==> config.mk <==
export PLATFORM = sky130hd
export DESIGN_NAME = ps2_keyboard_rx
export DESIGN_NICKNAME = d
export VERILOG_FILES = /design/src/rtl/ps2_keyboard_rx.sv
export SDC_FILE = /design/constraint.sdc
export NUM_CORES = 1
export LEC_CHECK = 0
export BUFFER_PORTS_ARGS = -buffer_cell sky130_fd_sc_hd__buf_2
export CORE_UTILIZATION = 53
export CTS_BUF_LIST = sky130_fd_sc_hd__clkbuf_4 sky130_fd_sc_hd__clkbuf_8 sky130_fd_sc_hd__clkbuf_16
export DETAILED_ROUTE_END_ITERATION = 12
export PLACE_DENSITY_LB_ADDON = 0.05
export SLEW_MARGIN = 20
export SYNTH_ARGS = -nofsm -noshare
export SYNTH_HDL_FRONTEND = slang
export SYNTH_SLANG_ARGS = --single-unit
==> constraint.sdc <==
create_clock -name clk -period 2.04 [get_ports clk]
set_clock_uncertainty 0.15 [all_clocks]
set_input_delay 0.102 -clock clk [delete_from_list [all_inputs] [get_ports clk]]
set_output_delay 0.102 -clock clk [all_outputs]
set_load 0.05 [all_outputs]
==> src/rtl/ps2_keyboard_rx.sv <==
// PS/2 keyboard receiver: conditions the raw pins, deframes 11-bit frames
// (start, 8 data LSB first, odd parity, stop) and turns set-2 make/break
// sequences into the code of the key currently held.
//
// Handshake: code_valid is a one-cycle qualifier for code_byte. There is no
// ready; a consumer that misses the pulse can still read code_byte, which is
// held until the next good byte. frame_err is a one-cycle event with no data.
module ps2_keyboard_rx #(
    parameter int FILTER_LEN     = 4,
    parameter int TIMEOUT_CYCLES = 130000
) (
    input  logic       clk,
    input  logic       rst,
    input  logic       ps2_clk,
    input  logic       ps2_data,
    output logic [7:0] result,
    output logic       code_valid,
    output logic [7:0] code_byte,
    output logic       frame_err,
    output logic [1:0] state_dbg
);

    localparam int TW = $clog2(TIMEOUT_CYCLES + 1);
    localparam logic [TW-1:0] TO_TERM = TW'(TIMEOUT_CYCLES);

    typedef enum logic [1:0] {
        S_IDLE   = 2'd0,
        S_DATA   = 2'd1,
        S_PARITY = 2'd2,
        S_STOP   = 2'd3
    } state_t;

    // Input conditioning flops
    logic                  clk_meta_q, clk_meta_d;
    logic                  clk_sync_q, clk_sync_d;
    logic                  data_meta_q, data_meta_d;
    logic                  data_sync_q, data_sync_d;
    logic [FILTER_LEN-1:0] clk_hist_q, clk_hist_d;
    logic                  filt_q, filt_d;
    logic                  fall_evt;

    // Framing and key-tracking flops
    state_t        state_q, state_d;
    logic [2:0]    bit_cnt_q, bit_cnt_d;
    logic [7:0]    shift_q, shift_d;
    logic          parity_q, parity_d;
    logic [TW-1:0] to_cnt_q, to_cnt_d;
    logic          brk_q, brk_d;
    logic [7:0]    result_q, result_d;
    logic [7:0]    code_byte_q, code_byte_d;
    logic          code_valid_q, code_valid_d;
    logic          frame_err_q, frame_err_d;
    logic          timeout;
    logic          frame_good;

    // Synchronize both pins, debounce ps2_clk and detect its filtered fall.
    always_comb begin
        clk_meta_d  = ps2_clk;
        clk_sync_d  = clk_meta_q;
        data_meta_d = ps2_data;
        data_sync_d = data_meta_q;
        clk_hist_d  = {clk_hist_q[FILTER_LEN-2:0], clk_sync_q};
        filt_d      = filt_q;
        if (&clk_hist_q) begin
            filt_d = 1'b1;
        end else if (~|clk_hist_q) begin
            filt_d = 1'b0;
        end
        // Only true in the single cycle the filtered level drops.
        fall_evt = filt_q && (~|clk_hist_q);
    end

    // Pin conditioning registers; idle PS/2 lines are high.
    always_ff @(posedge clk) begin
        if (rst) begin
            clk_meta_q  <= 1'b1;
            clk_sync_q  <= 1'b1;
            data_meta_q <= 1'b1;
            data_sync_q <= 1'b1;
            clk_hist_q  <= '1;
            filt_q      <= 1'b1;
        end else begin
            clk_meta_q  <= clk_meta_d;
            clk_sync_q  <= clk_sync_d;
            data_meta_q <= data_meta_d;
            data_sync_q <= data_sync_d;
            clk_hist_q  <= clk_hist_d;
            filt_q      <= filt_d;
        end
    end

    // Frame FSM, inactivity timeout and make/break interpretation.
    always_comb begin
        state_d      = state_q;
        bit_cnt_d    = bit_cnt_q;
        shift_d      = shift_q;
        parity_d     = parity_q;
        brk_d        = brk_q;
        result_d     = result_q;
        code_byte_d  = code_byte_q;
        code_valid_d = 1'b0;
        frame_err_d  = 1'b0;
        frame_good   = data_sync_q && (^{shift_q, parity_q});

        // A fall event on the terminal-count cycle takes priority: the bit
        // is accepted and the counter restarts.
        timeout = (state_q != S_IDLE) && !fall_evt && (to_cnt_q == TO_TERM);

        if (state_q == S_IDLE || fall_evt || timeout) begin
            to_cnt_d = '0;
        end else begin
            to_cnt_d = to_cnt_q + TW'(1);
        end

        unique case (state_q)
            S_IDLE: begin
                // A fall with data high is a spurious edge, silently ignored.
                if (fall_evt && !data_sync_q) begin
                    state_d   = S_DATA;
                    bit_cnt_d = 3'd0;
                end
            end
            S_DATA: begin
                if (fall_evt) begin
                    shift_d   = {data_sync_q, shift_q[7:1]};
                    bit_cnt_d = bit_cnt_q + 3'd1;
                    if (bit_cnt_q == 3'd7) begin
                        state_d = S_PARITY;
                    end
                end
            end
            S_PARITY: begin
                if (fall_evt) begin
                    parity_d = data_sync_q;
                    state_d  = S_STOP;
                end
            end
            S_STOP: begin
                if (fall_evt) begin
                    state_d = S_IDLE;
                    if (frame_good) begin
                        code_valid_d = 1'b1;
                        code_byte_d  = shift_q;
                        case (shift_q)
                            8'hE0: ;  // extended prefix: break flag kept
                            8'hF0: brk_d = 1'b1;
                            8'hAA, 8'hFA, 8'hEE,
                            8'hFE, 8'h00, 8'hFF: brk_d = 1'b0;
                            default: begin
                                if (brk_q) begin
                                    // Releasing a key other than the held one
                                    // leaves the held key in place.
                                    if (shift_q == result_q) begin
                                        result_d = 8'h00;
                                    end
                                    brk_d = 1'b0;
                                end else begin
                                    result_d = shift_q;
                                end
                            end
                        endcase
                    end else begin
                        frame_err_d = 1'b1;
                    end
                end
            end
            default: state_d = S_IDLE;
        endcase

        if (timeout) begin
            state_d     = S_IDLE;
            bit_cnt_d   = 3'd0;
            frame_err_d = 1'b1;
        end
    end

    // Framing and output registers.
    always_ff @(posedge clk) begin
        if (rst) begin
            state_q      <= S_IDLE;
            bit_cnt_q    <= 3'd0;
            shift_q      <= 8'h00;
            parity_q     <= 1'b0;
            to_cnt_q     <= '0;
            brk_q        <= 1'b0;
            result_q     <= 8'h00;
            code_byte_q  <= 8'h00;
            code_valid_q <= 1'b0;
            frame_err_q  <= 1'b0;
        end else begin
            state_q      <= state_d;
            bit_cnt_q    <= bit_cnt_d;
            shift_q      <= shift_d;
            parity_q     <= parity_d;
            to_cnt_q     <= to_cnt_d;
            brk_q        <= brk_d;
            result_q     <= result_d;
            code_byte_q  <= code_byte_d;
            code_valid_q <= code_valid_d;
            frame_err_q  <= frame_err_d;
        end
    end

    assign result     = result_q;
    assign code_valid = code_valid_q;
    assign code_byte  = code_byte_q;
    assign frame_err  = frame_err_q;
    assign state_dbg  = state_q;

endmodule

After elaboration in Yosys (flattened, before gate mapping)
Index checks and enable logic that the tools add are counted.

Register bits after elaboration: 59. Output and inout bits: 20. Word-level logic and storage cells: 87.

Add/sub/neg operators: 2. Eq/ne operators: 19. Multiplexer cells: 17. Bitwise operators: 4. Reductions and logical operators: 29.

Operators by type and width (number): $eq A8 B8 Y1 const B (7); $add A17 B1 Y17 const B (1); $eq A17 B17 Y1 const B (1); $mux W8 (2); $mux W2 (5); $reduce_and A5 Y1 (2); $reduce_xor A9 Y1 (1); $eq A8 B8 Y1 (1); $logic_not A8 Y1 (1); $ne A2 B2 Y1 const B (4); $pmux W2 S4 (1); $reduce_and A4 Y1 (2); $reduce_or A8 Y1 (1); $mux W3 (2); $pmux W3 S2 (1); $reduce_and A3 Y1 (2); $reduce_or A2 Y1 (3); $logic_and A1 B1 Y1 (5); $mux W1 (5); $eq A2 B2 Y1 const B (2); $ne A2 B1 Y1 const B (2); $not A1 Y1 (4); $reduce_and A2 Y1 (2); $reduce_bool A2 Y1 (2); other kinds (9) (12).

Depth between registers and ports, before layout
Depth in word-level cells: 8. Gate-level depth with buffers: 8. Depth with buffers taken out: 7.

Least setup slack after synthesis
No wires, ideal clock.

Path kind: flip-flop to flip-flop. Start point: register state_q[0], in the netlist state_dbg[0]. End point: register to_cnt_q[10]. Setup time: 0.064 ns. Arrival: 1.990 ns. Data required time: 1.826 ns. Setup slack: -0.164 ns. Stages on the path, launching flop included: 7. Buffers on the path: 2. Period minus slack after synthesis: 2.204 ns. Cells stage by stage: dfxtp_1 -> inv_1 -> ha_1 -> or4_1 -> buf_2 -> buf_6 -> nor2_1.

Word-level cells in the longest chain between the ends: 5. Elaborated cells on any way between the ends: 7. Classes of those cells: 7 x reduce/logical.

Ends and longest elaborated chain: start: declaration (RTL line 43) `state_t state_q, state_d;`; start signal: assignment (RTL line 191) `state_q <= state_d;`; $reduce_bool A2 Y1 (RTL line 107) `timeout = (state_q != S_IDLE) && !fall_evt && (to_cnt_q == TO_TERM);`; $logic_and A1 B1 Y1 (2 in a row) (RTL line 107); $logic_or A1 B1 Y1 (*) (RTL line 109) `if (state_q == S_IDLE || fall_evt || timeout) begin`; $reduce_or A2 Y1 (no line) (*); end signal: assignment (RTL line 195) `to_cnt_q <= to_cnt_d;`; end: declaration (RTL line 47) `logic [TW-1:0] to_cnt_q, to_cnt_d;`.

Mark *: on every way between the ends. The rest lies on a longest branch, timed or not. A chain may end at the register's enable or synchronous reset.

Worst setup path after layout
Start point: register shift_q[5]. End point: register result_q[5], in the netlist result[5].

Word-level cells in the longest chain between the ends: 4. Elaborated cells on any way between the ends: 16. Classes of those cells: 9 x eq/ne; 1 x mux; 1 x bitwise; 5 x reduce/logical.

Ends and longest elaborated chain: start: declaration (RTL line 45) `logic [7:0] shift_q, shift_d;`; start signal: assignment (RTL line 193) `shift_q <= shift_d;`; $eq A8 B8 Y1 / $logic_not A8 Y1 (equally long branches) (RTL line 144) `case (shift_q)`; $reduce_or A8 Y1 (no line); $not A1 Y1 (no line); $reduce_and A5 Y1 (no line); end signal: assignment (RTL line 197) `result_q <= result_d;`; end: declaration (RTL line 49) `logic [7:0] result_q, result_d;`.

Parallel ways exist; a longest one is shown, timed or not.

==> flow_summary.toml <==
[status]
status = "finished with violations"
violations = "negative setup slack"

[sta]
slew_violations = 0
rsz0062_at_grt = "true"
max_slew_margin_pct = 57.7
timing.final.ws_setup_ns = -0.0443
period_minus_slack_ns = 2.08
period_share_pct = 102
tightest_slew_ns = 0.633
setup_viol = 16
fmax_mhz = 480
whs_ns = 0.259
final_hold_viol_count = 0

[layout]
nFillCells = 433
fin_nets = 361
most-common-layout-cells = "dfxtp_1, nor2_1, buf_2, buf_4, xnor2_1"
drive_above_1_share_pct = 28.9
diodes = 0
multi_input_area_um2 = 1560
fin_area_um2 = 3450
seqCellArea_um2 = 1190
mostFrequentLayoutCell = "dfxtp_1"
fin_cells = 423
area_delta_synth_final_pct = 23.3

[yosys]
synth_top_area_cell = "dfxtp_1"
syn_inst = 307
synth_top_area_share_pct = 42.2
ys_types = 45
synthAdderAreaFrac_pct = 4.03
synth_edf_count = 0
muxShareOfSynthArea_pct = 3.94
ys_warn_count = 0
synth-xor-area-share_pct = 10.5
synth_compound_area_share_pct = 12.2
synth_area_leaders = "dfxtp_1, nor2_1, xnor2_1, ha_1, mux2i_1"
synth_ff_type = "dfxtp_1"
yosysSeqAreaShare_pct = 42.2
ys_ff_latch = 59
postSynthAreaPerCell_um2 = 9.11
netlist_area_um2 = 2800
synth-simple-area-share_pct = 21.7
synth_nets = 320
synthArstFlopShare_pct = 0
synth_top_family_by_area = "simple AND/OR/NAND/NOR gates"

[floorplan]
die_w_um = 74.6
start_util_pct = 54.8
ios = 24
rows = 26
die_area_um2 = 5570
core-area_um2 = 5110
fp.dieH_um = 74.6

[drt]
finalWirelength_mm = 5.93
wl_per_cell_um = 14.0
first_pass_iters = 4
drc = 0
initialDrtViolationCount = 115
vias = 2317
ant_nets = 0
post_drt_via_cell_ratio = 5.48

[global_routing]
grt_pass1_wl_mm = 9.20
grt_pass1_vias = 1961
overflow = 0
grt_usage_pct = 22.4
antenna_found_initial = 0
grt_max_degree = 27

[critical_path]
arrival_ns = 2.20
critical_path_peak_fanout = 7
cpPeakStageDelay_ns = 0.47
crit_top_cell = "buf_6"
worst_setup_path_start_kind = "flip-flop"
path_class = "reg -> reg"
cp_cell_sequence = "xnor2_2, xnor3_2, buf_6, nor4_4, buf_4, buf_6, o2111ai_1, o21ai_1"
crit_required_ns = 2.15
cp-end-kind = "flip-flop"
slowest_stage = "xnor3_2"

[power]
p_per_area_nw_per_um2 = 721
finalPower_w = 0.00248
vdd.ir_drop.worst_v = 0.000425
leakage_nw = 1.38

[placed_design]
dp.cells = 399
io_buffers = 23
gp_congestion = 0.769
dp_hpwl_mm = 3.95
dp_slack_ns = -0.104
postPlaceCellArea_um2 = 3050

[cts]
path_clk_slew_ns = 0.07
cts.path.max_buffers = 2
cts_root_buffer = "clkbuf_8"
worstSkewPairLatency_ns = 0.33
htree_levels = 3
clock-sinks = 59
numCtsBuffers = 9
cts_tree = "built"

[hold_path]
hp-class = "reg -> reg"

[job]
drv_cap = 0
==> power breakdown <==
group	total [W]	internal [W]	switching [W]
sequential	0.00118	0.00117	0.00000955
clock	0.00116	0.000711	0.000454
combinational	0.000144	0.0000520	0.0000924
total	0.00248	0.00193	0.000556
==> stage by stage <==
stage | util (%) | TNS [ns]
after floorplan | - | 0
after global placement | 59.7 | -0.514
after detailed placement | 59.7 | -0.800
after CTS | 64.7 | -0.00307
after global routing | 67.5 | -1.78
final | 67.5 | -0.383
==> sequential cells by signal, indices dropped and copies added, names as in the netlist <==
signal,count
frame_err,1
data_sync_q,1
code_byte,8
data_meta_q,1
clk_meta_q,1
clk_sync_q,1
bit_cnt_q,3
to_cnt_q,17
parity_q,1
clk_hist_q,4
result,8
shift_q,8
code_valid,1
brk_q,1
filt_q,1
state_dbg,2
==> kinds of logic after synthesis <==
group	after synthesis
compound gates	53
fa+ha+maj	9
mux	11
xor+xnor	30
simple gates	113
flops	59
buf+inv	32
==> what timing repair did <==
action	CTS	global route
hold buffers	3	0
cloned	0	1
hold endpoints to repair	6	0
pin swaps	0	19
resized for setup	3	27
setup buffers	0	4
setup endpoints to repair	16	22
==> worst paths after layout <==
check | start | endpoint | slack [ns] | cells past startpoint
max | shift_q[5] | result[5] | -0.04 | 8
max reg2reg | shift_q[5] | result[5] | -0.04 | 8
min | clk_meta_q | clk_sync_q | 0.26 | 1
min reg2reg | clk_meta_q | clk_sync_q | 0.26 | 1
==> area by class of cell <==
cell class	count	area share (%)
multi-input combinational	216	45.2
sequential	59	34.4
timing repair buffer	53	10.6
clock buffer	11	4.03
tap	70	2.54
clock inverter	5	2.25
inverter	9	0.980
==> routing by layer <==
| metal | global-route usage [%] | wire [um] | up-vias |
|---|---|---|---|
| met5 | 0 | 0 | - |
| met4 | 11.9 | 125 | 0 |
| met3 | 4.42 | 265 | 14 |
| met2 | 33.5 | 2590 | 61 |
| met1 | 30.6 | 2950 | 1084 |
| li1 | - | - | 1158 |
==> Yosys cell counts, drive strengths merged, types with 2 or more instances <==
library cell / count
ha: 9
nand2: 7
xor2: 12
and2: 3
mux2i: 11
a22oi: 2
dfxtp: 59
and3: 4
and4: 4
o31ai: 2
nand3: 15
buf: 13
o21bai: 3
nor2: 37
or2: 8
xnor2: 17
a21o: 2
o21ai: 17
nand2b: 9
nand4: 11
o2111ai: 8
o211ai: 2
nor3: 6
a21oi: 12
clkbuf: 10
or4: 3
inv: 9
==> worst max-delay path: cells and delay by family, from the launching register on <==
family,cells,cell delay [ns]
compound gates,2,0.21
xor+xnor,2,0.64
buf+inv,3,0.47
flops,1,0.34
simple gates,1,0.22
No activity file was read; power rests on OpenSTA's default activity.
